===== config.mk =====
export PLATFORM = sky130hd
export DESIGN_NAME = accum_decoder_bank
export DESIGN_NICKNAME = d
export VERILOG_FILES = /design/src/rtl/accum_decoder_bank.sv
export SDC_FILE = /design/constraint.sdc
export NUM_CORES = 1
export LEC_CHECK = 0
export BUFFER_PORTS_ARGS = -buffer_cell sky130_fd_sc_hd__buf_4
export CORE_MARGIN = 10
export CORE_UTILIZATION = 30
export DETAILED_ROUTE_END_ITERATION = 10
export PLACE_DENSITY = 0.51
export SYNTH_ARGS = -nofsm -noshare
export SYNTH_HDL_FRONTEND = slang
export SYNTH_SLANG_ARGS = --single-unit

===== constraint.sdc =====
create_clock -name clk -period 5.9 [get_ports clk]
set_clock_uncertainty 0.2 [all_clocks]
set_input_delay 1.18 -clock clk [delete_from_list [all_inputs] [get_ports clk]]
set_output_delay 1.18 -clock clk [all_outputs]
set_load 0.02 [all_outputs]

===== src/rtl/accum_decoder_bank.sv =====
// accum_decoder_bank
//   A bank of CHANNELS = 2**SEL_W registered accumulators, each WIDTH bits wide.
//   The block accepts one operation per handshake and registers its result one
//   cycle after the accept edge. The result comes with a carry, a one-hot channel
//   decode and even/odd channel flags.
//
// Operations (mode):
//   2'b00 LOAD      acc[sel] <= op1 + op2
//   2'b01 ADD       acc[sel] <= acc[sel] + op1   (op2 ignored)
//   2'b10 CLEAR     acc[sel] <= 0
//   2'b11 CLEAR_ALL sweeps every channel to 0, one channel per cycle
//
// Build option:
//   SATURATE_EN  When defined, LOAD/ADD results that overflow clamp to
//                2**WIDTH-1, and out_carry still reports the overflow.
//                When undefined, results wrap modulo 2**WIDTH.
//
// Ports:
//   clk        rising-edge clock
//   rst        synchronous reset, active-high
//   in_valid   operation request
//   in_ready   block can accept an operation (low while rst or sweeping)
//   mode       operation code (see above)
//   sel        target channel (ignored for CLEAR_ALL)
//   op1, op2   operands
//   out_valid  one-cycle result strobe
//   out_sum    value written to the channel (held between strobes)
//   out_carry  unsigned overflow of the operation (held between strobes)
//   dec_out    one-hot channel of the last result; all ones after CLEAR_ALL
//   out_even   OR of the even-index bits of dec_out
//   out_odd    OR of the odd-index bits of dec_out
module accum_decoder_bank #(
  parameter int WIDTH = 4,
  parameter int SEL_W = 2
) (
  input  logic                    clk,
  input  logic                    rst,
  input  logic                    in_valid,
  output logic                    in_ready,
  input  logic [1:0]              mode,
  input  logic [SEL_W-1:0]        sel,
  input  logic [WIDTH-1:0]        op1,
  input  logic [WIDTH-1:0]        op2,
  output logic                    out_valid,
  output logic [WIDTH-1:0]        out_sum,
  output logic                    out_carry,
  output logic [(2**SEL_W)-1:0]   dec_out,
  output logic                    out_even,
  output logic                    out_odd
);

  localparam int CHANNELS = 2 ** SEL_W;

  localparam logic [1:0] MODE_LOAD      = 2'b00;
  localparam logic [1:0] MODE_ADD       = 2'b01;
  localparam logic [1:0] MODE_CLEAR     = 2'b10;
  localparam logic [1:0] MODE_CLEAR_ALL = 2'b11;

  typedef enum logic [0:0] {
    ST_IDLE  = 1'b0,
    ST_SWEEP = 1'b1
  } state_t;

  state_t                state_r;
  state_t                state_s;
  logic [SEL_W-1:0]      sweep_k_r;
  logic                  sweep_last_s;
  logic                  accept_s;

  logic [WIDTH-1:0]      acc_r [CHANNELS];

  // Accepted single-channel operation waiting to execute on the next edge.
  logic                  pend_valid_r;
  logic [1:0]            pend_mode_r;
  logic [SEL_W-1:0]      pend_sel_r;
  logic [WIDTH-1:0]      pend_op1_r;
  logic [WIDTH-1:0]      pend_op2_r;

  logic [WIDTH:0]        exec_sum_s;
  logic [WIDTH-1:0]      exec_res_s;

  logic                  out_valid_r;
  logic [WIDTH-1:0]      out_sum_r;
  logic                  out_carry_r;
  logic [CHANNELS-1:0]   dec_out_r;

  assign accept_s     = in_valid && in_ready;
  assign sweep_last_s = (sweep_k_r == SEL_W'(CHANNELS - 1));

  // FSM state register.
  always_ff @(posedge clk) begin
    if (rst) begin
      state_r <= ST_IDLE;
    end else begin
      state_r <= state_s;
    end
  end

  // FSM next-state logic: CLEAR_ALL starts a sweep that ends after the last channel.
  always_comb begin
    state_s = state_r;
    case (state_r)
      ST_IDLE: begin
        if (accept_s && (mode == MODE_CLEAR_ALL)) begin
          state_s = ST_SWEEP;
        end else begin
          state_s = ST_IDLE;
        end
      end
      ST_SWEEP: begin
        if (sweep_last_s) begin
          state_s = ST_IDLE;
        end else begin
          state_s = ST_SWEEP;
        end
      end
      default: state_s = ST_IDLE;
    endcase
  end

  // FSM outputs: ready only in IDLE and never while reset is asserted.
  always_comb begin
    in_ready = 1'b0;
    case (state_r)
      ST_IDLE:  in_ready = !rst;
      ST_SWEEP: in_ready = 1'b0;
      default:  in_ready = 1'b0;
    endcase
  end

  // Sweep counter: walks channel 0..CHANNELS-1 while sweeping, wraps back to 0 at the end.
  always_ff @(posedge clk) begin
    if (rst) begin
      sweep_k_r <= {SEL_W{1'b0}};
    end else if (state_r == ST_SWEEP) begin
      sweep_k_r <= sweep_k_r + {{(SEL_W-1){1'b0}}, 1'b1};
    end else begin
      sweep_k_r <= {SEL_W{1'b0}};
    end
  end

  // Capture an accepted LOAD/ADD/CLEAR so that it executes on the following edge.
  always_ff @(posedge clk) begin
    if (rst) begin
      pend_valid_r <= 1'b0;
      pend_mode_r  <= MODE_LOAD;
      pend_sel_r   <= {SEL_W{1'b0}};
      pend_op1_r   <= {WIDTH{1'b0}};
      pend_op2_r   <= {WIDTH{1'b0}};
    end else begin
      pend_valid_r <= accept_s && (mode != MODE_CLEAR_ALL);
      if (accept_s) begin
        pend_mode_r <= mode;
        pend_sel_r  <= sel;
        pend_op1_r  <= op1;
        pend_op2_r  <= op2;
      end
    end
  end

  // Datapath: a WIDTH+1 bit sum whose top bit is the carry.
  always_comb begin
    exec_sum_s = {(WIDTH+1){1'b0}};
    case (pend_mode_r)
      MODE_LOAD:  exec_sum_s = {1'b0, pend_op1_r} + {1'b0, pend_op2_r};
      MODE_ADD:   exec_sum_s = {1'b0, acc_r[pend_sel_r]} + {1'b0, pend_op1_r};
      MODE_CLEAR: exec_sum_s = {(WIDTH+1){1'b0}};
      default:    exec_sum_s = {(WIDTH+1){1'b0}};
    endcase
  end

  // Result value: wrap or clamp depending on the build option.
  always_comb begin
    exec_res_s = exec_sum_s[WIDTH-1:0];
`ifdef SATURATE_EN
    if (exec_sum_s[WIDTH]) begin
      exec_res_s = {WIDTH{1'b1}};
    end else begin
      exec_res_s = exec_sum_s[WIDTH-1:0];
    end
`else
    exec_res_s = exec_sum_s[WIDTH-1:0];
`endif
  end

  // Accumulator bank. The sweep and a pending operation never overlap, because
  // the CLEAR_ALL accept edge leaves nothing pending and nothing is accepted while sweeping.
  always_ff @(posedge clk) begin
    if (rst) begin
      for (int i = 0; i < CHANNELS; i++) begin
        acc_r[i] <= {WIDTH{1'b0}};
      end
    end else if (state_r == ST_SWEEP) begin
      acc_r[sweep_k_r] <= {WIDTH{1'b0}};
    end else if (pend_valid_r) begin
      acc_r[pend_sel_r] <= exec_res_s;
    end
  end

  // Result registers: a strobe for each executed operation or sweep completion; values hold otherwise.
  always_ff @(posedge clk) begin
    if (rst) begin
      out_valid_r <= 1'b0;
      out_sum_r   <= {WIDTH{1'b0}};
      out_carry_r <= 1'b0;
      dec_out_r   <= {CHANNELS{1'b0}};
    end else begin
      out_valid_r <= 1'b0;
      if (pend_valid_r) begin
        out_valid_r <= 1'b1;
        out_sum_r   <= exec_res_s;
        out_carry_r <= exec_sum_s[WIDTH];
        dec_out_r   <= {{(CHANNELS-1){1'b0}}, 1'b1} << pend_sel_r;
      end else if ((state_r == ST_SWEEP) && sweep_last_s) begin
        out_valid_r <= 1'b1;
        out_sum_r   <= {WIDTH{1'b0}};
        out_carry_r <= 1'b0;
        dec_out_r   <= {CHANNELS{1'b1}};
      end
    end
  end

  // Even/odd channel flags derived from the registered decode.
  always_comb begin
    out_even = 1'b0;
    out_odd  = 1'b0;
    for (int i = 0; i < CHANNELS; i++) begin
      if ((i % 2) == 0) begin
        out_even = out_even | dec_out_r[i];
      end else begin
        out_odd = out_odd | dec_out_r[i];
      end
    end
  end

  assign out_valid = out_valid_r;
  assign out_sum   = out_sum_r;
  assign out_carry = out_carry_r;
  assign dec_out   = dec_out_r;

endmodule


# --- Word level (Yosys, flattened, before mapping) ---
# Memory sizes are Yosys's and may differ from the RTL's. A register that Yosys moved wholly into a read port is not among the register bits.
# Cells that the tools add are included.
totals:
  ff_bits: 26
  latchBits: 0
  ramBits: 16
  romBits: 0
  inputBits: 15
  word_cells: 63
  memories: 1
classes:
  n_addsub: 3
  n_mul: 0
  div: 0
  order_cmp: 0
  eq_ne: 4
  shifts: 1
  muxes: 30
  bitwise: 3
  n_reduce_logical: 10
memory_table:
  columns: ["memory", "words", "width", "read_ports", "rd_clocked_by_memory_dff", "wr", "line", "rtl"]
  rows:
  - ["acc_r", 4, 4, 1, 1, 4, "70", "logic [WIDTH-1:0] acc_r [CHANNELS];"]
op_table:
  columns: ["op", "count"]
  rows:
  - ["$mux W4", 6]
  - ["$mux W1", 17]
  - ["$add A4 B4 Y5", 2]
  - ["$pmux W5 S2", 1]
  - ["$mux W2", 4]
  - ["$reduce_or A4 Y1", 2]
  - ["$eq A2 B2 Y1 const B", 2]
  - ["$logic_and A1 B1 Y1", 4]
  - ["$pmux W1 S2", 2]
  - ["$shl A1 B2 Y4 const A", 1]
  - ["$add A2 B1 Y2 const B", 1]
  - ["$eq A2 B1 Y1 const B", 1]
  - ["$logic_not A2 Y1", 1]
  - ["$ne A2 B2 Y1 const B", 1]
  - ["$or A1 B1 Y1", 2]
  - ["$reduce_bool A2 Y1", 1]
  - ["$reduce_or A2 Y1", 1]
  - ["$logic_not A1 Y1", 1]
  - ["$not A1 Y1", 1]

# --- Logic depth before layout (Yosys ltp) ---
# Gate-level depths: netlist (run 1).
depth:
  ltp_word: 6
  depth_mapped: 7
  mapped_depth_nobuf: 7

# --- Worst setup path before layout (run 1) ---
# Ideal clock, no wire load.
synth_path:
  kind: "input port to output port"
  startpoint: "in rst"
  endpoint: "out in_ready"
  arrival_ns: 1.664
  t_required_ns: 4.520
  path_slack_ns: 2.856
  stages: 2
  n_path_buf: 1
  cell_sequence: "buf_6 -> nor2_1"
synth_between:
  elab_chain_cells: 2
synth_lines:
  columns: ["element", "line", "rtl"]
  rows:
  - ["start: declaration", "37", "input logic rst,"]
  - ["$logic_not A1 Y1", "125", "ST_IDLE: in_ready = !rst;"]
  - ["$pmux W1 S2", "124", "case (state_r)"]
  - ["end: declaration", "39", "output logic in_ready,"]
# Every way passes these cells.

# --- Worst setup path in the final report (run 1) ---
# Same ends and word-level chain as after synthesis.

==> results of run 1 <==
-- through the flow --
stage	area, um2	hold slack (ps)	std cells
3_5_place_dp	2231	248.5	282
3_3_place_gp	2231	243.4	282
2_1_floorplan	1967	231.4	186
6_report	2313	257.4	290
5_1_grt	2313	280.4	290
4_1_cts	2313	260.4	290
-- final timing paths --
| path | end | depth (start not counted) |
|---|---|---|
| setup / recovery | in_ready | 3 |
| hold / removal | pend_mode_r[0]$_SDFFE_PP0P_ | 2 |
| setup reg to reg | acc_r[1][2]$_SDFFCE_PN0P_ | 7 |
| hold reg to reg | pend_mode_r[0]$_SDFFE_PP0P_ | 2 |
-- flip-flops by register name (all words and copies together) (netlist names), named ones only --
signal and cells:
acc_r 16, dec_out 4, out_sum 4, pend_op1_r 4
pend_op2_r 4, pend_mode_r 2, pend_sel_r 2, sweep_k_r 2
out_carry 1, out_valid 1, pend_valid_r 1, state_r 1
-- logic make-up after synthesis --
kind of cell | Yosys count
muxes | 9
adders and majority gates | 6
AOI/OAI and AO/OA | 37
and+or+nand+nor | 75
DFF | 44
buffers and inverters | 14
xor gates and xnor gates | 1
-- power by group through the flow --
stage | clock [mW] | combinational (mW) | sequential [mW]
global route | 0.199 | 0.0946 | 0.348
floorplan | 0 | 0.0536 | 0.351
finish | 0.182 | 0.0846 | 0.345
CTS | 0.188 | 0.0857 | 0.345
global placement | 0 | 0.0851 | 0.352
detailed placement | 0 | 0.0851 | 0.352
-- per-layer routing --
metal | vias to the layer above | routed length [um] | GRT usage [%]
li1 | 709 | - | -
met2 | 34 | 1833 | 12.04
met5 | - | 0 | 0
met4 | 0 | 49 | 2.894
met3 | 6 | 274 | 3.361
met1 | 650 | 2293 | 13.09
-- layout make-up --
class                   count  area share, %
clock buffers               5          2.975
flip-flops and latches     44          45.00
repair buffers             28          9.086
multi-input cells         128          37.37
well taps                  77          4.164
clock inverters             3         0.5949
inverters                   5         0.8112
-- cell usage in the layout (no fill, tap or decap), types with 2 or more instances in the layout --
master     n
nand2_1   29
dfxtp_1   28
buf_4     28
nor2_1    19
edfxtp_1  16
o21ai_0   13
nand3_1    8
a21oi_1    6
nor2b_1    5
mux2_2     5
inv_1      5
ha_1       5
clkbuf_8   5
mux4_2     4
nand2b_1   3
a211oi_1   3
a22oi_1    3
nor3b_1    2
or2_2      2
a2111o_1   2
a21o_1     2
-- tightest hold or removal path: stages, from the launching register on --
cell and delay, ps:
dfxtp_1 310, nand2_1 50, o21ai_0 60
==> impl_metrics.env, run 1 <==
export IMPL_drtPass1Iterations=4
export IMPL_synth_top_family_by_area="simple AND/OR/NAND/NOR gates"
export IMPL_gp_congestion=0.7636
export IMPL_fin_util_pct=36.43
export IMPL_clkTransAtPathRegs_ps=80
export IMPL_fmax_ghz=0.3139
export IMPL_period_share_pct=53.99
export IMPL_period_minus_slack_ps=3185
export IMPL_clk_latency_ps=300
export IMPL_cts_htree_levels=2
export IMPL_grt_max_degree=23
export IMPL_rows=29
export IMPL_syn_area_um2=1967
export IMPL_ios=28
export IMPL_critPathSlowestCell="nor2_1"
export IMPL_die_h_um=101.0
export IMPL_grt_pass1_vias=1392
export IMPL_syn_nets=207
export IMPL_drc_errors=0
export IMPL_finalPower_uw=611.6
export IMPL_hold_path_class="flip-flop to flip-flop"
export IMPL_path_common_cell="buf_4"
export IMPL_post_cts_setup_buffers=0
export IMPL_synth_most_common_cell="nand2_1"
export IMPL_synthAdderAreaFrac_pct=4.198
export IMPL_cpPeakStageDelay_ps=240
export IMPL_cp_cell_sequence="buf_4 > nor2_1 > buf_4"
export IMPL_arrival_ps=1810
export IMPL_fill_cells=634
export IMPL_track_usage_pct=9.086
export IMPL_dieArea_um2=10190
export IMPL_required_ps=4520
export IMPL_drive_gt1_share_pct=23.47
export IMPL_intPower_uw=450.5
export IMPL_hold_start="pend_mode_r[0]$_SDFFE_PP0P_"
export IMPL_diodes=0
export IMPL_crit_buf_inv=2
export IMPL_cts_hold_buf=0
export IMPL_leakagePower_nw=0.9383
export IMPL_synth_largest_area_cell="dfxtp_1"
export IMPL_avgSynthCellArea_um2=10.57
export IMPL_setup_ws_ps=2715
export IMPL_cap_violations=0
export IMPL_tns_ps=0
export IMPL_ys_seq_area_share_pct=52.93
export IMPL_wl_per_cell_um=15.34
export IMPL_clockBufferDepth=2
export IMPL_rsz0062_at_grt="false"
export IMPL_vias_per_cell=4.824
export IMPL_regArea_um2=1041
export IMPL_finalWirelength_um=4450
export IMPL_io_buffers=27
export IMPL_syn_instance_count=186
export IMPL_synthFlopType="dfxtp_1"
export IMPL_drt_iter0_drc=91
export IMPL_crit_family="buffers and inverters"
export IMPL_seqPwrFrac_pct=56.4
export IMPL_ys_ff_latch=44
export IMPL_ys_types=39
export IMPL_core_um2=6350
export IMPL_p_sw_share_pct=26.33
export IMPL_relSlewSlack_pct=30.08
export IMPL_dp_slack_ps=2732
export IMPL_antenna_found_initial=0
export IMPL_areaGrowthSynthToFinish_pct=17.62
export IMPL_tightest_slew_ps=1035
export IMPL_root_buffer="clkbuf_8"
export IMPL_setup_viol=0
export IMPL_muxShareOfSynthArea_pct=7.443
export IMPL_dieWidth_um=101.0
export IMPL_nets=233
export IMPL_drv_slew=0
export IMPL_clockPowerShare_pct=29.8
export IMPL_critPathKind="input port to output pin"
export IMPL_yosys_top_cells_area="dfxtp_1, edfxtp_1, nand2_1"
export IMPL_synth_common_cells="nand2_1, dfxtp_1, nor2_1"
export IMPL_yosysWarnings=0
export IMPL_dp_hpwl_um=3319
export IMPL_synth_top_area_share_pct=28.50
export IMPL_cp_startpoint="rst"
export IMPL_outcome="completed"
export IMPL_synth_edf_count=16
export IMPL_grt_pass1_wl_um=7403
export IMPL_multi_input_area_um2=864.6
export IMPL_yosys_area_share_xor_xnor_pct=0.4453
export IMPL_p_per_area_nw_per_um2=264.3
export IMPL_tritoncts="done"
export IMPL_synthSimpleGateAreaFrac_pct=19.34
export IMPL_comb_power_share_pct=13.8
export IMPL_r2r_slack_ps=2920
export IMPL_cts_buffers=5
export IMPL_p_switching_uw=161.0
export IMPL_final_hold_violation_count=0
export IMPL_worstSetupEndpointType="output pin"
export IMPL_detail_route_antenna_nets=0
export IMPL_post_cts_resized=0
export IMPL_grt_overflow_total=0
export IMPL_num_vias=1399
export IMPL_initial_core_util_pct=30.98
export IMPL_cts_sinks=44
export IMPL_startpoint_type="input port"
export IMPL_async_reset_ff_share_pct=0
export IMPL_crit_fanout=17
export IMPL_synth_compound_area_share_pct=12.53
export IMPL_peakVddDrop_v=0.0001270
(Power assumes the default switching activity.)
==> run 2: changes to the inputs <==
==> constraint.sdc (replaced) <==
create_clock -name clk -period 3 [get_ports clk]
set_clock_uncertainty 0.2 [all_clocks]
set_input_delay 0.6 -clock clk [delete_from_list [all_inputs] [get_ports clk]]
set_output_delay 0.6 -clock clk [all_outputs]
set_load 0.02 [all_outputs]
==> impl_metrics.env, run 2 (synthesized netlist as in run 1, its figures left out) <==
export IMPL_crit_fanout=4
export IMPL_fill_cells=624
export IMPL_dp_slack_ps=120.6
export IMPL_detail_route_antenna_nets=0
export IMPL_clk_latency_ps=300
export IMPL_critPathSlowestCell="mux4_2"
export IMPL_cap_violations=0
export IMPL_io_buffers=27
export IMPL_rsz0062_at_grt="false"
export IMPL_drive_gt1_share_pct=25.35
export IMPL_final_common_cell="buf_4"
export IMPL_rows=29
export IMPL_drv_slew=0
export IMPL_areaGrowthSynthToFinish_pct=20.48
export IMPL_nets=237
export IMPL_hold_path_class="flip-flop to flip-flop"
export IMPL_die_h_um=101.0
export IMPL_vias_per_cell=4.806
export IMPL_drt_iter0_drc=68
export IMPL_period_share_pct=93.00
export IMPL_top_layer_used="met4"
export IMPL_setup_viol=0
export IMPL_worstReg2RegEnd="acc_r[0][2]$_SDFFCE_PN0P_"
export IMPL_outcome="completed"
export IMPL_gp_congestion=0.8018
export IMPL_dieArea_um2=10190
export IMPL_wl_met3_um=227
export IMPL_root_buffer="clkbuf_8"
export IMPL_leakagePower_nw=0.9714
export IMPL_worstSetupEndpointType="flip-flop"
export IMPL_tritoncts="done"
export IMPL_num_vias=1413
export IMPL_initial_core_util_pct=30.98
export IMPL_clockBufferDepth=2
export IMPL_period_minus_slack_ps=2790
export IMPL_reg2reg_depth=7
export IMPL_mostFrequentLayoutCells="buf_4, nand2_1, dfxtp_1, nor2_1, edfxtp_1"
export IMPL_core_um2=6350
export IMPL_wl_per_cell_um=14.94
export IMPL_dieWidth_um=101.0
export IMPL_post_cts_resized=0
export IMPL_p_per_area_nw_per_um2=548.5
export IMPL_crit_buf_inv=0
export IMPL_multi_input_area_um2=864.6
export IMPL_setup_ws_ps=210.1
export IMPL_startpoint_type="flip-flop"
export IMPL_peakVddDrop_v=0.0002704
export IMPL_required_ps=2950
export IMPL_wl_met1_um=2242
export IMPL_dp_hpwl_um=3297
export IMPL_critPathKind="flip-flop to flip-flop"
export IMPL_drtPass1Iterations=4
export IMPL_largest_register="acc_r"
export IMPL_antenna_found_initial=0
export IMPL_ios=28
export IMPL_finalWirelength_um=4392
export IMPL_cts_buffers=5
export IMPL_hold_start="pend_mode_r[0]$_SDFFE_PP0P_"
export IMPL_cts_sinks=44
export IMPL_cts_htree_levels=2
export IMPL_grt_max_degree=23
export IMPL_largest_reg_flops=16
export IMPL_grt_overflow_total=0
export IMPL_fmax_ghz=0.3584
export IMPL_diodes=0
export IMPL_whs_path_depth=2
export IMPL_final_hold_violation_count=0
export IMPL_post_cts_setup_buffers=0
export IMPL_crit_family="multiplexers"
export IMPL_clkTransAtPathRegs_ps=80
export IMPL_met2_length_um=1869
export IMPL_track_usage_pct=8.645
export IMPL_drc_errors=0
export IMPL_cpPeakStageDelay_ps=510
export IMPL_grt_pass1_vias=1428
export IMPL_grt_pass1_wl_um=7031
export IMPL_relSlewSlack_pct=63.31
export IMPL_arrival_ps=2740
export IMPL_tightest_slew_ps=549.8
export IMPL_cp_cell_sequence="mux4_2 > mux2_2 > ha_1 > fa_1 > xor2_1 > nand3_1 > nor2_1"
export IMPL_r2r_slack_ps=210
export IMPL_cts_hold_buf=0
export IMPL_min_to="pend_mode_r[0]$_SDFFE_PP0P_"
export IMPL_regArea_um2=1042
export IMPL_tns_ps=0
-- run 2: stage by stage --
stage,power [mW],util (%),instance area [um2],hold slack (ps),cells
floorplan,0.7950,-,1967,231.4,186
global placement,0.8643,35.61,2261,249.0,286
detailed placement,0.8636,35.61,2261,249.3,286
CTS,1.309,37.30,2369,269.2,294
global route,1.354,37.32,2370,299.4,294
finish,1.300,37.32,2370,263.6,294
-- run 2: power by group --
part	switching [mW]	total (mW)	internal (mW)	leakage, nW
Clock	0.204	0.451	0.247	0.0552
Combinational	0.0909	0.172	0.0807	0.520
Sequential	0.0253	0.677	0.652	0.397
Total	0.320	1.30	0.980	0.971
-- run 2: tightest hold or removal path: stages, from the launching register on --
cell	delay (ps)
dfxtp_1	320
nand2_1	50
o21ai_0	60
-- run 2: worst max-delay path by stage --
stage	from	to	slack [ps]	cells after the start
global route	flip-flop	acc_r[1][2]$_SDFFCE_PN0P_	70	7
detailed placement	flip-flop	acc_r[0][2]$_SDFFCE_PN0P_	120	7
floorplan	flip-flop	acc_r[0][3]$_SDFFCE_PN0P_	360	6
CTS	flip-flop	acc_r[0][2]$_SDFFCE_PN0P_	100	7
global placement	flip-flop	acc_r[1][2]$_SDFFCE_PN0P_	140	7
finish	flip-flop	acc_r[0][2]$_SDFFCE_PN0P_	210	7
-- run 2: layout make-up --
| type | count | area share [%] |
|---|---|---|
| sequential | 44 | 43.98 |
| multi-input combinational | 128 | 36.48 |
| timing repair buffer | 32 | 10.14 |
| tap | 77 | 4.065 |
| clock buffer | 6 | 3.062 |
| clock inverter | 2 | 1.478 |
| inverter | 5 | 0.7920 |
-- run 2: per-layer routing --
layer / up-vias / track usage [%]
met5: - / 0
met1: 654 / 11.46
met3: 7 / 3.018
li1: 724 / -
met4: 0 / 2.894
met2: 28 / 12.73
